File: config.mk
export PLATFORM = sky130hd
export DESIGN_NAME = rf_write_arbiter
export DESIGN_NICKNAME = d
export VERILOG_FILES = /design/src/rtl/rf_write_arbiter.sv
export SDC_FILE = /design/constraint.sdc
export NUM_CORES = 1
export LEC_CHECK = 0
export BUFFER_PORTS_ARGS = -buffer_cell sky130_fd_sc_hd__buf_2
export CAP_MARGIN = 0
export CELL_PAD_IN_SITES_DETAIL_PLACEMENT = 0
export CELL_PAD_IN_SITES_GLOBAL_PLACEMENT = 1
export CORE_ASPECT_RATIO = 1.1
export CORE_MARGIN = 4
export CORE_UTILIZATION = 25
export DETAILED_ROUTE_END_ITERATION = 12
export HOLD_SLACK_MARGIN = 0.02
export PLACE_DENSITY_LB_ADDON = 0.1
export SKIP_LAST_GASP = 1
export SYNTH_ARGS = -nofsm -noshare
export SYNTH_HDL_FRONTEND = slang
export SYNTH_SLANG_ARGS = --single-unit
File: constraint.sdc
create_clock -name clk -period 6.61 [get_ports clk]
set_input_delay 0.3305 -clock clk [delete_from_list [all_inputs] [get_ports clk]]
set_output_delay 0.3305 -clock clk [all_outputs]
set_load 0.02 [all_outputs]
File: src/rtl/rf_write_arbiter.sv
// rf_write_arbiter: shares the register-file write port between the execute path and a buffered long-latency path
module rf_write_arbiter #(
  parameter int DEPTH = 4,
  parameter int STARVE_MAX = 8
) (
  input  logic        clk,
  input  logic        rst,
  input  logic        ex_valid,
  output logic        ex_ready,
  input  logic [4:0]  ex_rd,
  input  logic [31:0] ex_data,
  input  logic        ll_valid,
  output logic        ll_ready,
  input  logic [4:0]  ll_rd,
  input  logic [31:0] ll_data,
  input  logic [4:0]  chk_rs1,
  input  logic [4:0]  chk_rs2,
  output logic        hazard_rs1,
  output logic        hazard_rs2,
  output logic        rf_we,
  output logic [4:0]  rf_waddr,
  output logic [31:0] rf_wdata,
  output logic        ll_pending
);
  localparam int AW = $clog2(DEPTH);
  localparam int SW = $clog2(STARVE_MAX + 1);
  logic [4:0] mem_rd [DEPTH];
  logic [31:0] mem_data [DEPTH];
  logic [AW:0] wr_ptr, rd_ptr, count;
  logic [SW-1:0] starve_cnt;
  logic [DEPTH-1:0] live;
  logic empty, full, force_drain, sel_ex, deq, enq;
  assign count = wr_ptr - rd_ptr;
  assign empty = wr_ptr == rd_ptr;
  assign full = (wr_ptr[AW] != rd_ptr[AW]) && (wr_ptr[AW-1:0] == rd_ptr[AW-1:0]);
  assign force_drain = !empty && starve_cnt == SW'(STARVE_MAX);
  assign ex_ready = !force_drain;
  assign ll_ready = !full;
  assign ll_pending = !empty;
  assign sel_ex = !force_drain && ex_valid && ex_rd != '0;
  assign deq = force_drain || (!ex_valid && !empty);
  assign enq = ll_valid && !full && ll_rd != '0;
  for (genvar g = 0; g < DEPTH; g++) begin : g_live
    assign live[g] = {1'b0, AW'(AW'(g) - rd_ptr[AW-1:0])} < count;
  end
  always_comb begin
    hazard_rs1 = rf_we && rf_waddr == chk_rs1;
    hazard_rs2 = rf_we && rf_waddr == chk_rs2;
    for (int i = 0; i < DEPTH; i++) begin
      hazard_rs1 = hazard_rs1 || (live[i] && mem_rd[i] == chk_rs1);
      hazard_rs2 = hazard_rs2 || (live[i] && mem_rd[i] == chk_rs2);
    end
    hazard_rs1 = hazard_rs1 && chk_rs1 != '0;
    hazard_rs2 = hazard_rs2 && chk_rs2 != '0;
  end
  always_ff @(posedge clk)
    if (enq) begin
      mem_rd[wr_ptr[AW-1:0]] <= ll_rd;
      mem_data[wr_ptr[AW-1:0]] <= ll_data;
    end
  always_ff @(posedge clk)
    if (rst) begin
      rf_we <= 1'b0;
      rf_waddr <= '0;
      rf_wdata <= '0;
      wr_ptr <= '0;
      rd_ptr <= '0;
      starve_cnt <= '0;
    end else begin
      rf_we <= sel_ex || deq;
      if (sel_ex || deq) begin
        rf_waddr <= sel_ex ? ex_rd : mem_rd[rd_ptr[AW-1:0]];
        rf_wdata <= sel_ex ? ex_data : mem_data[rd_ptr[AW-1:0]];
      end
      if (enq) wr_ptr <= wr_ptr + (AW+1)'(1);
      if (deq) rd_ptr <= rd_ptr + (AW+1)'(1);
      starve_cnt <= (deq || empty) ? '0 : starve_cnt + SW'(starve_cnt != SW'(STARVE_MAX));
    end
endmodule

* After elaboration in Yosys (flattened, before gate mapping)
Memory sizes are Yosys's and may differ from the RTL's. A register that Yosys moved wholly into a read port is not among the register bits.
Index checks and enable logic that the tools add are counted.
** Word-level totals
- Flip-flop bits (word level) :: 48
- Bits in latches :: 0
- RAM bits :: 148
- Memory bits (read-only) :: 0
- Input bits :: 88
- Output and inout port bits :: 43
- Logic and storage cells :: 82
- Memories :: 2
** Memory list
- mem_data :: words 4, bits a word 32, read ports 1, clocked after Yosys merged registers in 1, wr ports 1, line 28 : logic [31:0] mem_data [DEPTH];
- mem_rd :: words 4, bits a word 5, read ports 5, clocked after Yosys merged registers in 1, wr ports 1, line 27 : logic [4:0] mem_rd [DEPTH];
** Operators by class
- $add $sub $neg :: 8
- Multipliers :: 0
- Div/mod/pow operators :: 0
- $lt $le $gt $ge :: 4
- Equal/unequal tests :: 15
- Shifts and indexed selects :: 0
- Mux-type cells :: 8
- Bitwise operators :: 0
- Reductions and logical operators :: 39
** Operators with widths (count)
- $eq A5 B5 Y1 :: 10
- $mux W32 :: 1
- $reduce_bool A5 Y1 :: 4
- $logic_and A1 B1 Y1 :: 19
- $lt A2 B3 Y1 :: 4
- $logic_or A1 B1 Y1 :: 11
- $mux W2 :: 4
- $add A3 B1 Y3 const B :: 2
- $mux W5 :: 1
- $add A4 B1 Y4 :: 1
- $eq A4 B4 Y1 const B :: 1
- $logic_not A1 Y1 :: 4
- $ne A4 B4 Y1 const B :: 1
- $sub A1 B2 Y2 const A :: 2
- $sub A2 B2 Y2 const A :: 2
- $eq A3 B3 Y1 :: 1
- $sub A3 B3 Y3 :: 1
- $eq A2 B2 Y1 :: 1
- $mux W1 :: 2
- $reduce_or A2 Y1 :: 1
- $ne A1 B1 Y1 :: 1

* Logic depth before layout (Yosys ltp)
- Depth after elaboration :: 8
- Depth in mapped cells :: 11
- Mapped depth without buffers :: 11

* Least setup slack after synthesis
OpenSTA, ideal clock, no wires.
- Path type :: flip-flop to flip-flop
- Start :: reg wr_ptr[0]
- End :: mem mem_data[3][0], enable pin
- Setup time :: 0.434 ns
- Data arrival time :: 2.856 ns
- Required time :: 6.176 ns
- Slack :: 3.319 ns
- Cell stages (with the launch flop) :: 6
- Path buffers :: 0
- Clock period less this slack :: 3.291 ns
- Cells stage by stage :: dfxtp_1 inv_1 ha_1 nand2_1 o221ai_1 nor2_1
** On the way
- Word-level cells in the longest chain between the ends :: 7
** RTL lines
- start: declaration :: line 29 : logic [AW:0] wr_ptr, rd_ptr, count;
- start signal: assignment :: line 75 : if (enq) wr_ptr <= wr_ptr + (AW+1)'(1);
- $eq A2 B2 Y1 :: line 35 : assign full = (wr_ptr[AW] != rd_ptr[AW]) && (wr_ptr[AW-1:0] == rd_ptr[AW-1:0]);
- $logic_and A1 B1 Y1 :: line 35
- $logic_not A1 Y1 :: line 42 : assign enq = ll_valid && !full && ll_rd != '0;
- $logic_and A1 B1 Y1 (2 in a row) :: line 42
- $mux W1 :: line 57 : if (enq) begin
- $mux W1 (not written as such) :: line 59 : mem_data[wr_ptr[AW-1:0]] <= ll_data;
- end: declaration :: line 28
Parallel ways exist; a longest one is shown, timed or not.

* Worst setup path after layout
- Start :: reg wr_ptr[0]
- End :: out hazard_rs2
** On the way
- Word-level cells in the longest chain between the ends :: 8
- Elaborated cells between the ends (all ways) :: 14
- Those cells by class :: add/sub (1); order compare (4); reduce/logical (9)
** RTL lines
- $sub A3 B3 Y3 * :: line 33 : assign count = wr_ptr - rd_ptr;
- $lt A2 B3 Y1 :: line 44 : assign live[g] = {1'b0, AW'(AW'(g) - rd_ptr[AW-1:0])} < count;
- $logic_and A1 B1 Y1 :: line 51 : hazard_rs2 = hazard_rs2 || (live[i] && mem_rd[i] == chk_rs2);
- $logic_or A1 B1 Y1 (3 in a row) :: line 51
- $logic_or A1 B1 Y1 * :: line 51
- $logic_and A1 B1 Y1 * :: line 54 : hazard_rs2 = hazard_rs2 && chk_rs2 != '0;
- end: declaration :: line 19 : output logic hazard_rs2,
Mark *: on every way between the ends. The rest lies on a longest branch, timed or not.

==> run_results.csv <==
group,metric,value,unit
run_status,status,"completed",
critical_path,cp.arrival,3.08,ns
detailed_routing,avgViaCountPerCell,4.48,
synth,postSynthAreaPerCell,15.9,sq um
pwr,pwr-share-clk,32.1,%
synth,synth_area,8600,sq um
floorplanning,rows,70,
sta,layout_min_cycle_time,3.41,ns
clock_tree,clkTransAtPathRegs,0.07,ns
pwr,p_comb_share,21.3,%
cells_and_area,drive_above_1_share,41.1,%
global_routing,grt_pass1_wl,34200,microns
synth,synth_cell_type_count,41,
min_path,hold_class,"input port to flip-flop",
critical_path,startpoint_type,"flip-flop",
synth,ys_ff_latch,198,
critical_path,crit_slowest_cell,"fa_1",
sta,finalMaxSlewViolations,0,
sta,tightest_slew,1.24,ns
sta,holdWs,0.115,ns
place,hpwlAfterDp,15300,microns
detailed_routing,wl_met1,9340,microns
floorplanning,dieArea,37400,sq um
clock_tree,cts_root_buf,"clkbuf_16",
clock_tree,clock_sinks,198,
detailed_routing,num_vias,4964,
place,place_ws,3.50,ns
global_routing,grt-ovfl-total,0,
floorplanning,fp.dieH,202,microns
pwr,p_int,2.26,mW
global_routing,antenna_found_initial,2,
detailed_routing,antenna_left,0,
critical_path,crit_type,"flip-flop to primary output",
run,cap_violations,0,
sta,rsz0062_at_grt,"no",
clock_tree,clockBufferDepth,2,
sta,fmax,294,MHz
detailed_routing,highest_layer,"met5",
clock_tree,cts-hold-fix-buffers,0,
detailed_routing,dr_wl_met2,11500,microns
detailed_routing,wl_met3,1030,microns
critical_path,crit_chain,"inv_1 -> ha_1 -> inv_1 -> fa_1 -> inv_1 -> ha_1 -> nor2b_1 -> o21ai_0 -> nand4_1 -> nor3_1 -> o22a_1 -> buf_2",
sta,slew-limit-headroom,17.6,%
pwr,peakVddDrop,0.166,mV
critical_path,cpPeakStageDelay,0.40,ns
critical_path,crit_path_frequent_cell,"inv_1",
sta,setup_ws,3.20,ns
detailed_routing,drc_errors,0,
detailed_routing,wl_per_cell,20.1,microns
global_routing,grt_pass1_vias,5484,
pwr,p_per_area,313,nW/um^2
global_routing,grtUsageTotal,12.2,%
synth,async_flop_share,0,%
critical_path,crit_buf_inv,4,
synth,syn_nets,643,
clock_tree,cts_resized,0,
critical_path,end_kind,"primary output",
synth,synth_ff_type,"edfxtp_1",
sta,period_share,51.5,%
clock_tree,cts_made_buffers,17,
place,io_buffers,130,
global_routing,grt_max_degree,47,
synth,yosysWarnings,0,
sta,fin_skew,0.0151,ns
floorplanning,io_pins,131,
sta,setup_tns,0,ns
pwr,pwr-share-seq,46.6,%
critical_path,cpLargestDelayFamily,"adder cells",
cells_and_area,num_antenna_cells,0,
synth,synth_edf_count,148,
floorplanning,fp.coreArea,33600,sq um
critical_path,cp_max_fo,5,
pwr,p_leak,3.57,nW
pwr,swShare,29.9,%
pwr,power_switching,0.963,mW
floorplanning,initial_utilization,25.6,%
detailed_routing,detail_route.iter0.violations,246,
critical_path,cp_data_required_time,6.28,ns
synth,synth_cells,539,
place,gp_congestion,0.834,
pwr,power.total,3.22,mW
cells_and_area,nets,767,
sta,setup_violations,0,
detailed_routing,first_pass_iters,4,
detailed_routing,routed_wl,22300,microns
sta,hold_viol_final,0,
clock_tree,cts_tree,"built",
cells_and_area,area.growth.synth_to_final,19.5,%
clock_tree,htreeDepth,4,
floorplanning,fp.dieW,185,microns
clock_tree,cts_setup_buffers,0,
clock_tree,clk_latency,0.43,ns
cells_and_area,fillers,3377,
synth,seq_area_frac_synth,63.3,%
-- state kept, by name, summed over array words and instances, names as in the netlist, named ones only --
signal	cells
rf_we	1
rf_wdata	32
mem_rd	20
starve_cnt	4
mem_data	128
rf_waddr	5
wr_ptr	3
rd_ptr	3
-- layout make-up --
cell class,instances,area (sq um),share of cell area (%)
Clock buffer,17,425,4.14
Clock inverter,15,163,1.58
Timing Repair Buffer,140,726,7.06
Sequential cell,198,5450,53.0
Multi-Input combinational cell,294,2930,28.5
Inverter,12,45.0,0.438
Tap cell,432,541,5.26
-- power groups by stage --
stage                     Clock [mW]  Sequential [mW]  Combinational, mW
after floorplan                    0             1.54              0.485
after global placement             0             1.53              0.703
after detailed placement           0             1.53              0.706
after CTS                       1.07             1.50              0.710
after global routing            1.12             1.51              0.760
final                           1.03             1.50              0.686
-- synthesized netlist by cell type, drive strengths merged, types with 10 or more instances --
| cell | count | area, sq um |
|---|---|---|
| edfxtp | 148 | 4440 |
| dfxtp | 50 | 1000 |
| nand2 | 40 | 150 |
| a21oi | 37 | 305 |
| mux4 | 37 | 833 |
| a22oi | 35 | 417 |
| xor2 | 33 | 289 |
| xnor2 | 25 | 219 |
| clkbuf | 19 | 71.3 |
| nor2 | 19 | 71.3 |
| buf | 16 | 140 |
| ha | 15 | 188 |
| inv | 12 | 45.0 |
| nand4 | 10 | 62.6 |
-- path summary, 6_finish.rpt --
check                                   to  cells after the start                     start  slack (ns)
setup reg to reg  mem_data[2][4]$_DFFE_PP_                      6    wr_ptr[0]$_SDFFE_PP0P_        3.61
hold reg to reg   rf_wdata[4]$_SDFFE_PP0P_                      2  rf_wdata[4]$_SDFFE_PP0P_        0.52
hold / removal    mem_data[3][0]$_DFFE_PP_                      1                ll_data[0]        0.11
setup / recovery                hazard_rs2                     12    wr_ptr[0]$_SDFFE_PP0P_        3.20
-- cells in the final DEF (no fill, tap or decap), types with 3 or more instances in the layout --
master | netlist | layout
inv_6 | 0 | 5
clkinv_4 | 0 | 3
a21oi_1 | 7 | 7
nor2_4 | 0 | 4
xor2_1 | 33 | 33
mux4_2 | 37 | 37
inv_1 | 12 | 12
xnor2_1 | 25 | 25
nand4_1 | 10 | 10
nor3_1 | 8 | 8
ha_1 | 15 | 15
o21ai_0 | 4 | 4
nand2_1 | 40 | 40
nor2b_1 | 3 | 3
mux2i_1 | 3 | 3
nand3_1 | 5 | 5
nor2_1 | 19 | 15
buf_2 | 7 | 130
a21oi_2 | 29 | 29
a22oi_2 | 28 | 28
buf_4 | 4 | 10
a22oi_1 | 6 | 6
dfxtp_1 | 50 | 48
edfxtp_1 | 148 | 148
or4_1 | 3 | 3
clkbuf_16 | 0 | 17
-- routing by layer --
layer | vias up | GRT usage [%]
met5 | - | 0
met4 | 4 | 3.57
met3 | 24 | 2.87
met2 | 108 | 21.4
met1 | 2530 | 15.1
li1 | 2298 | -
-- metrics by stage --
step | cells | area (sq um) | utilization (%)
2_1_floorplan | 539 | 8600 | -
3_3_place_gp | 1076 | 9690 | 28.8
3_5_place_dp | 1076 | 9690 | 28.8
4_1_cts | 1108 | 10300 | 30.6
5_1_grt | 1108 | 10300 | 30.6
6_report | 1108 | 10300 | 30.6
-- logic make-up (layout without fill, tap and decap cells) --
| group | after synthesis | after routing | synth area share, % |
|---|---|---|---|
| AOI/OAI and AO/OA | 83 | 83 | 9.61 |
| xor gates and xnor gates | 59 | 59 | 6.19 |
| adders and majority gates | 16 | 16 | 2.42 |
| buffers and inverters | 47 | 184 | 2.98 |
| DFF | 198 | 198 | 63.3 |
| muxes | 40 | 40 | 10.0 |
| and+or+nand+nor | 96 | 96 | 5.43 |
Power figures use the tool's default switching activity.
